--- src/rtl/seq_pkg.sv ---
// Shared types and defaults for the serial sequence path.
// Used by the serializer and the detector bench.
package seq_pkg;

   typedef enum logic {
      IDLE  = 1'b0,
      SHIFT = 1'b1
   } state_t;

   localparam int DEF_WIDTH = 8;
   localparam int DEF_DIV   = 1;

endpackage

--- src/rtl/seq_bit_tick.sv ---
// Bit-period prescaler for the serializer.
// Pulses tick in the last clock of each held bit.
module seq_bit_tick #(
   parameter int DIV = 1
) (
   input  logic clk,
   input  logic rst,
   input  logic en,
   input  logic load,
   output logic tick
);

   localparam int CW = (DIV > 1) ? $clog2(DIV) : 1;
   localparam logic [CW-1:0] LAST = CW'(DIV - 1);

   logic [CW-1:0] div_cnt;

   assign tick = en && (div_cnt == LAST);

   // Count clocks within a bit; restart on each new word.
   always_ff @(posedge clk) begin
      if (rst || load) begin
         div_cnt <= '0;
      end else if (en) begin
         div_cnt <= tick ? '0 : div_cnt + 1'b1;
      end
   end

endmodule

--- src/rtl/seq_bit_serializer.sv ---
// Parallel-to-serial feeder for the sequence detector.
// Streams back-to-back words with no idle gap.
module seq_bit_serializer
   import seq_pkg::*;
#(
   parameter int WIDTH      = DEF_WIDTH,
   parameter int DIV        = DEF_DIV,
   parameter bit MSB_FIRST  = 1'b1,
   parameter bit IDLE_LEVEL = 1'b0
) (
   input  logic             clk,
   input  logic             rst,
   input  logic [WIDTH-1:0] din,
   input  logic             din_valid,
   output logic             din_ready,
   output logic             ser_out,
   output logic             ser_valid,
   output logic             frame_last
);

   localparam int BW = $clog2(WIDTH);
   localparam logic [BW-1:0] LAST_BIT = BW'(WIDTH - 1);

   state_t           state;
   logic [WIDTH-1:0] shift_reg;
   logic [WIDTH-1:0] shifted;
   logic [BW-1:0]    bit_cnt;
   logic             bit_tick;
   logic             xfer;
   logic             in_shift;

   function automatic logic head(input logic [WIDTH-1:0] w);
      return MSB_FIRST ? w[WIDTH-1] : w[0];
   endfunction

   assign in_shift   = (state == SHIFT);
   assign frame_last = ser_valid && (bit_cnt == LAST_BIT);
   assign din_ready  = !rst && (!in_shift || (frame_last && bit_tick));
   assign xfer       = din_valid && din_ready;
   assign shifted    = MSB_FIRST ? {shift_reg[WIDTH-2:0], 1'b0}
                                 : {1'b0, shift_reg[WIDTH-1:1]};

   seq_bit_tick #(
      .DIV (DIV)
   ) u_tick (
      .clk  (clk),
      .rst  (rst),
      .en   (in_shift),
      .load (xfer),
      .tick (bit_tick)
   );

   // Word load, bit advance and end-of-word handling.
   always_ff @(posedge clk) begin
      if (rst) begin
         state     <= IDLE;
         shift_reg <= '0;
         bit_cnt   <= '0;
         ser_out   <= IDLE_LEVEL;
         ser_valid <= 1'b0;
      end else begin
         unique case (state)
            IDLE: begin
               if (xfer) begin
                  state     <= SHIFT;
                  shift_reg <= din;
                  bit_cnt   <= '0;
                  ser_out   <= head(din);
                  ser_valid <= 1'b1;
               end
            end
            SHIFT: begin
               if (bit_tick) begin
                  if (bit_cnt == LAST_BIT) begin
                     if (xfer) begin
                        shift_reg <= din;
                        bit_cnt   <= '0;
                        ser_out   <= head(din);
                     end else begin
                        state     <= IDLE;
                        ser_out   <= IDLE_LEVEL;
                        ser_valid <= 1'b0;
                     end
                  end else begin
                     shift_reg <= shifted;
                     bit_cnt   <= bit_cnt + 1'b1;
                     ser_out   <= head(shifted);
                  end
               end
            end
            default: state <= IDLE;
         endcase
      end
   end

endmodule
--- config.mk ---
export PLATFORM = sky130hd
export DESIGN_NAME = seq_bit_serializer
export DESIGN_NICKNAME = d
export VERILOG_FILES = /design/src/rtl/seq_pkg.sv /design/src/rtl/seq_bit_tick.sv /design/src/rtl/seq_bit_serializer.sv
export SDC_FILE = /design/constraint.sdc
export NUM_CORES = 1
export LEC_CHECK = 0
export BUFFER_PORTS_ARGS = -buffer_cell sky130_fd_sc_hd__buf_2
export CORE_MARGIN = 1
export CORE_UTILIZATION = 46
export DETAILED_ROUTE_END_ITERATION = 8
export PLACE_DENSITY = 0.75
export SYNTH_ARGS = -nofsm -noshare
export SYNTH_HDL_FRONTEND = slang
export SYNTH_SLANG_ARGS = --single-unit
--- constraint.sdc ---
create_clock -name clk -period 1.5 [get_ports clk]
set_input_delay 0.15 -clock clk [delete_from_list [all_inputs] [get_ports clk]]
set_output_delay 0.15 -clock clk [all_outputs]
set_load 0.1 [all_outputs]
Yosys cells after proc, flatten, opt, wreduce, memory -nomap -nowiden
Index checks and enable logic that the tools add are counted.
W data, S select, Z words.
{"block": "op_classes", "n_addsub": 2, "mul": 0, "n_div": 0, "magnitude_cmp": 0, "eq_ne": 5, "n_shift": 0, "muxes": 23, "bitwise_logic": 2, "reduce_logical": 11}
{"operator": "$mux W8", "count": 3}
{"operator": "$pmux W8 S2", "count": 1}
{"operator": "$mux W1", "count": 12}
{"operator": "$mux W3", "count": 3}
{"operator": "$ne A2 B1 Y1 const B", "count": 3}
{"operator": "$pmux W1 S2", "count": 3}
{"operator": "$pmux W3 S2", "count": 1}
{"operator": "$logic_and A1 B1 Y1", "count": 5}
{"operator": "$reduce_and A4 Y1", "count": 1}
{"operator": "$add A3 B1 Y3 const B", "count": 1}
{"operator": "$eq A3 B3 Y1 const B", "count": 1}
{"operator": "$logic_not A1 Y1", "count": 2}
{"operator": "$logic_or A1 B1 Y1", "count": 2}
{"operator": "$ne A2 B2 Y1 const B", "count": 1}
{"operator": "$not A1 Y1", "count": 2}
{"operator": "$reduce_and A2 Y1", "count": 1}
{"operator": "$add A1 B1 Y1 const B", "count": 1}
{"block": "totals", "regBits": 15, "latchBits": 0, "ram_bits": 0, "mem_bits_ro": 0, "inputBits": 11, "output_inout_bits": 4, "wordCells": 49, "mem_count": 0}

Longest topological paths before layout
Gate-level depths: netlist (run 1).
{"block": "depth", "depth_word": 10, "depth_mapped": 5}

Modules after synthesis
A second synthesis (run 1) with hierarchy kept.
{"block": "unflattened", "cells_unflattened": 81, "area_unflattened_um2": 794.5}
{"mod": "seq_bit_serializer", "n_inst": 1, "cells_each": 78, "area_per_inst_um2": 753.2, "seq_area_each_um2": 260.2}
{"mod": "seq_bit_tick", "n_inst": 1, "cells_each": 3, "area_per_inst_um2": 41.3, "seq_area_each_um2": 20.0}

Worst setup path after synthesis (run 1)
No wires, ideal clock.
{"block": "synth_path", "path_kind": "register -> output", "from": "register ser_valid", "to": "output din_ready", "arrival_time_ns": 2.687, "t_required_ns": 1.350, "slack_ns": -1.337, "stages_incl_launch_ff": 3, "cell_sequence": "dfxtp_1 nand3b_1 a21oi_1"}
{"block": "synth_between", "elab_chain_len": 4}
{"element": "from (decl)", "line": "seq_bit_serializer.sv:17", "source": "output logic ser_valid,"}
{"element": "from (signal assigned)", "line": "seq_bit_serializer.sv:60", "source": "ser_valid <= 1'b0;"}
{"element": "from (signal assigned)", "line": "seq_bit_serializer.sv:69", "source": "ser_valid <= 1'b1;"}
{"element": "from (signal assigned)", "line": "seq_bit_serializer.sv:82", "source": "ser_valid <= 1'b0;"}
{"element": "$logic_and A1 B1 Y1", "line": "seq_bit_serializer.sv:37", "source": "assign frame_last = ser_valid && (bit_cnt == LAST_BIT);"}
{"element": "$logic_and A1 B1 Y1", "line": "seq_bit_serializer.sv:38", "source": "assign din_ready = !rst && (!in_shift || (frame_last && bit_tick));"}
{"element": "$logic_or A1 B1 Y1", "line": "seq_bit_serializer.sv:38"}
{"element": "$logic_and A1 B1 Y1", "line": "seq_bit_serializer.sv:38"}
{"element": "to (decl)", "line": "seq_bit_serializer.sv:15", "source": "output logic din_ready,"}
No other way between the ends.

Worst setup path after layout (run 1)
{"block": "layout_path", "from": "register bit_cnt[0]", "to": "register bit_cnt[0]"}
{"block": "layout_between", "elab_chain_len": 10}
{"element": "from (decl)", "line": "seq_bit_serializer.sv:27", "source": "logic [BW-1:0] bit_cnt;"}
{"element": "from (signal assigned)", "line": "seq_bit_serializer.sv:86", "source": "bit_cnt <= bit_cnt + 1'b1;"}
{"element": "$eq A3 B3 Y1", "line": "seq_bit_serializer.sv:37, seq_bit_serializer.sv:74"}
{"element": "$logic_and A1 B1 Y1", "line": "seq_bit_serializer.sv:37"}
{"element": "$logic_and A1 B1 Y1", "line": "seq_bit_serializer.sv:38"}
{"element": "$logic_or A1 B1 Y1", "line": "seq_bit_serializer.sv:38"}
{"element": "$logic_and A1 B1 Y1", "line": "seq_bit_serializer.sv:38"}
{"element": "$logic_and A1 B1 Y1", "line": "seq_bit_serializer.sv:39", "source": "assign xfer = din_valid && din_ready;"}
{"element": "$mux W3"}
{"element": "$mux W3", "line": "seq_bit_serializer.sv:74", "source": "if (bit_cnt == LAST_BIT) begin"}
{"element": "$mux W3", "line": "seq_bit_serializer.sv:73", "source": "if (bit_tick) begin"}
{"element": "$pmux W3 S2 (*)", "line": "seq_bit_serializer.sv:62", "source": "unique case (state)"}
Every way passes the cells marked *; elsewhere a longest branch is shown, timed or not. The select of a mux whose other input is x is not followed.
A chain may end at the register's enable or synchronous reset.

==> results.toml, run 1 <==
[clock_network]
cts_root_buffer = "clkbuf_4"
hold_buffers = 0
cts_max_level = 1
clk_pin_slew_ns = 0.09
clock-sinks = 14
cts_buffer_depth = 2
clk_latency_ns = 0.29
cts-buffers-inserted = 3
cts_tree = "yes"

[critical_path]
required_ns = 1.72
critPathSlowestCell = "or3b_4"
r2r_cells = 6
path_depth = 6
critPathLaunchType = "flop"
path_cells = "ha_4 > ha_4 > buf_6 > or3b_4 > or3_4 > o21ai_2"
cp.arrival_ns = 1.91
worst-path-max-fanout = 3
criticalPathCategory = "flop to flop"
cp_num_buf_inv = 1
critical_path.top_delay_family = "simple AND/OR/NAND/NOR gates"
slowest_delay_ns = 0.40
end_kind = "flop"
path_common_cell = "ha_4"

[sta]
fin_crit_ns = 1.69
relSlewSlack = 0.679
fin_skew_ns = 0.00205
rsz0062_at_grt = "yes"
final_hold_viol_count = 0
finalSetupTns_ns = -1.40
max_slew.worst_pin.slew_ns = 0.484
slew_violations = 0
fin_ws_ns = -0.191
clock.fmax_ghz = 0.592
period_share = 1.13
finalSetupViolCount = 12

[routing]
drtIter0Drc = 6
vias = 692
wire_per_inst_um = 15.6
via_per_inst = 5.86
drt_wl_total_um = 1840
ant_nets = 0
drc = 0
firstDrtPassIters = 4

[yosys]
synth_cell_types = 28
yosysMostFrequentCell = "dfxtp_1"
synth_top_area_frac = 0.400
yosys.area.top_type = "dfxtp_1"
synth_common_cells = "dfxtp_1, a21oi_1, inv_1"
yosys_register_bits = 14
yosysWarnings = 0
synth_flop_cell = "dfxtp_1"
synth_enable_flop_cells = 0
synth_nets = 89
synth.yosys.seq_area_share = 0.400
synthTopCellsByArea = "dfxtp_1, o221a_2, a21oi_1"
syn_avg_cell_area_um2 = 9.22
syn_area_um2 = 701
synthCells = 76
synthArstFlopShare = 0

[placement]
dp_hpwl_um = 1160
gp_congestion = 0.694
io_buffers = 14

[hold_path]
hold_path_class = "input pin to flop"
min_path_cells = 3

[finish]
final_util = 0.746
antenna_cells = 0
largest_reg_flops = 7
drive_gt1_frac = 0.485
nets = 117
synthToLayoutAreaGrowth_pct = 45.5

[grt]
gr-total-overflow = 0
grt_pass1_vias = 625
antenna_found_initial = 0
grt_max_degree = 13
grtUsageTotal = 0.255
grt_pass1_wl_um = 2630

[floorplanning]
die_h_um = 41.0
coreArea_um2 = 1370
die_w_um = 41.0
fp-row-count = 13
ios = 15
die_area_um2 = 1680
initial_utilization = 0.513

[pwr]
leakage_nw = 0.418
power_density_nw_per_um2 = 920
peakVddDrop_mv = 0.772

[run_status]
violations = "negative setup slack"
status = "finished, violations left"

[flow_run]
drv_cap = 0
==> cell families (layout without fill, tap and decap cells) <==
| family | count (synthesis) | count (layout) | share of synthesized area |
|---|---|---|---|
| AO/OA/AOI/OAI | 26 | 27 | 0.259 |
| AND/OR/NAND/NOR | 24 | 24 | 0.250 |
| flip-flops | 14 | 14 | 0.400 |
| buffers and inverters | 10 | 36 | 0.0554 |
| adder cells (fa/ha/maj) | 2 | 2 | 0.0357 |
==> power breakdown <==
group / switching (mW) / internal (mW) / total, mW
registers: 0.0267 / 0.403 / 0.429
clock network: 0.132 / 0.148 / 0.280
logic: 0.137 / 0.0918 / 0.229
==> cells in the final DEF (no fill, tap or decap), types with 2 or more instances in the layout <==
| cell type | synthesis | layout |
|---|---|---|
| nor2b_1 | 2 | 2 |
| o21ai_1 | 1 | 2 |
| inv_1 | 7 | 7 |
| o21ai_0 | 6 | 4 |
| dfxtp_2 | 0 | 3 |
| clkbuf_4 | 0 | 3 |
| buf_4 | 0 | 8 |
| buf_6 | 0 | 3 |
| nand2b_1 | 5 | 5 |
| dfxtp_1 | 14 | 11 |
| a21oi_1 | 9 | 8 |
| o221a_2 | 6 | 6 |
| buf_12 | 0 | 2 |
| nand3b_1 | 3 | 3 |
| ha_4 | 0 | 2 |
| a211oi_1 | 2 | 2 |
| buf_2 | 1 | 12 |
==> cell type report <==
class	count	area, µm²
flip-flops and latches	14	284
fillers	105	347
clock buffers	4	36.3
multi-input cells	53	460
well taps	15	18.8
inverters	7	26.3
repair buffers	25	194
==> path summary, 6_finish.rpt <==
kind	startpoint	to	slack, ns
setup / recovery	bit_cnt[0]	bit_cnt[0]	-0.19
hold / removal	din[0]	shift_reg[0]	0.12
setup reg to reg	bit_cnt[0]	bit_cnt[0]	-0.19
hold reg to reg	bit_cnt[1]	bit_cnt[1]	0.50
==> timing repair <==
action,4_1_cts,5_1_grt
pin swaps,8,3
endpoints found under the setup margin,11,12
resized for setup,11,3
buffers inserted,4,2
gates cloned,1,0
==> metal layers <==
metal / GRT usage / part of all wire / wire (µm)
met4: 0.150 / 0.020 / 37
met1: 0.267 / 0.45 / 821
met3: 0.0489 / 0.032 / 59
met2: 0.461 / 0.50 / 925
met5: 0 / 0 / 0
==> through the flow <==
step | power, mW | hold WS (ns) | instance area (µm²) | std cells | worst slack, ns
after floorplan | 0.577 | 0.227 | 741 | 76 | -0.171
after global placement | 0.636 | 0.424 | 892 | 108 | -0.0162
after detailed placement | 0.641 | 0.428 | 892 | 108 | -0.0516
after CTS | 0.932 | 0.120 | 1000 | 117 | -0.163
after global routing | 0.979 | 0.110 | 1020 | 118 | -0.219
final | 0.938 | 0.117 | 1020 | 118 | -0.191
==> worst register-to-register path, cell delays in order, from the launching register on <==
cell and delay, ns:
dfxtp_2 0.35, ha_4 0.16, ha_4 0.17, buf_6 0.12
or3b_4 0.41, or3_4 0.35, o21ai_2 0.07
(Power assumes the default switching activity.)
==> inputs of run 2 (changes only) <==
MAX_ROUTING_LAYER = met4   (was default)
SKIP_CTS_REPAIR_TIMING = 1   (was default)
==> results.toml, run 2 (synthesis results as in run 1) <==
[floorplanning]
ios = 15
die_area_um2 = 1680
initial_utilization = 0.513
fp-row-count = 13
die_h_um = 41.0
coreArea_um2 = 1370
die_w_um = 41.0

[routing]
drt_wl_total_um = 1580
via_per_inst = 5.80
drtIter0Drc = 10
wire_per_inst_um = 13.9
vias = 661
drc = 0
ant_nets = 0
firstDrtPassIters = 4

[critical_path]
regToRegSetupSlack_ns = -0.18
critPathLaunchType = "flop"
required_ns = 1.73
criticalPathCategory = "flop to flop"
cp.arrival_ns = 1.90
end_kind = "flop"
worst-path-max-fanout = 4

[clock_network]
cts-buffers-inserted = 3
clk_latency_ns = 0.29
cts_root_buffer = "clkbuf_4"
clk_pin_slew_ns = 0.09
cts_buffer_depth = 2
cts_tree = "yes"
cts_max_level = 1
clock-sinks = 14

[finish]
drive_gt1_frac = 0.444
nets = 113
antenna_cells = 0
final_util = 0.704
largest_reg_flops = 7
finalNonFillerCells = 114
final_common_cell = "buf_2"
final_area_um2 = 962
nFillCells = 111
layout_common_cells = "buf_2, dfxtp_1, a21oi_1"
synthToLayoutAreaGrowth_pct = 37.3

[pwr]
peakVddDrop_mv = 0.754
finalPower_mw = 0.918
power_density_nw_per_um2 = 954
leakage_nw = 0.389

[placement]
dpl.cell_count = 108
place_area_um2 = 892
dp_hpwl_um = 1160
io_buffers = 14
dp_slack_ns = -0.0516
gp_congestion = 0.701

[grt]
grtUsageTotal = 0.217
grt_pass1_vias = 575
grt_max_degree = 13
grt_pass1_wl_um = 2250
antenna_found_initial = 0
gr-total-overflow = 0

[sta]
period_share = 1.12
clock.fmax_ghz = 0.597
fin_skew_ns = 0.00302
fin_ws_ns = -0.176
rsz0062_at_grt = "yes"
relSlewSlack = 0.679
slew_violations = 0
finalSetupTns_ns = -0.565
max_slew.worst_pin.slew_ns = 0.484
final_hold_viol_count = 0
fin_crit_ns = 1.68
whs_ns = 0.122
finalSetupViolCount = 10

[run_status]
status = "finished, violations left"
violations = "negative setup slack"

[hold_path]
hold_path_class = "input pin to flop"

[flow_run]
drv_cap = 0
run 2: cell types whose count changed in the layout (fill, tap and decap cells not counted):
cell,before,now
and2_2,0,1
and2_4,1,0
buf_4,8,7
buf_6,3,1
nor2_2,0,1
nor2_4,1,0
o211ai_2,1,0
o21ai_0,4,6
o21ai_1,2,1
o21ai_2,1,0
or3_1,0,1
or3_4,1,0
run 2: critical path, cell delays in order, from the launching register on:
cell	delay, ns
dfxtp_2	0.34
ha_4	0.16
ha_4	0.16
buf_4	0.13
and4b_4	0.20
or4_1	0.50
a21oi_1	0.12
run 2: worst paths after layout:
| path | start | cells after the start | end |
|---|---|---|---|
| worst max-delay path | bit_cnt[1] | 6 | shift_reg[0] |
| worst min register to register | bit_cnt[0] | 2 | bit_cnt[0] |
| worst max register to register | bit_cnt[1] | 6 | shift_reg[0] |
| worst min-delay path | din[0] | 3 | shift_reg[0] |
run 2: final cells by class:
cell class | count | area (µm²) | area share
Clock buffer | 4 | 36.3 | 0.0377
Inverter | 7 | 26.3 | 0.0273
Multi-Input combinational cell | 52 | 433 | 0.450
Sequential cell | 14 | 284 | 0.295
Tap cell | 15 | 18.8 | 0.0195
Timing Repair Buffer | 22 | 164 | 0.170
run 2: power breakdown:
part / internal (mW) / total, mW / switching, mW
clock network: 0.148 / 0.278 / 0.130
registers: 0.403 / 0.427 / 0.0244
logic: 0.0857 / 0.213 / 0.127
run 2: per-layer routing:
metal	routed length, µm	GRT usage	vias to the layer above	share of wire
met5	0	-	-	0
met2	781	0.363	18	0.49
met1	701	0.223	309	0.44
met4	37	0.150	0	0.023
met3	64	0.0489	5	0.040
li1	-	-	329	-
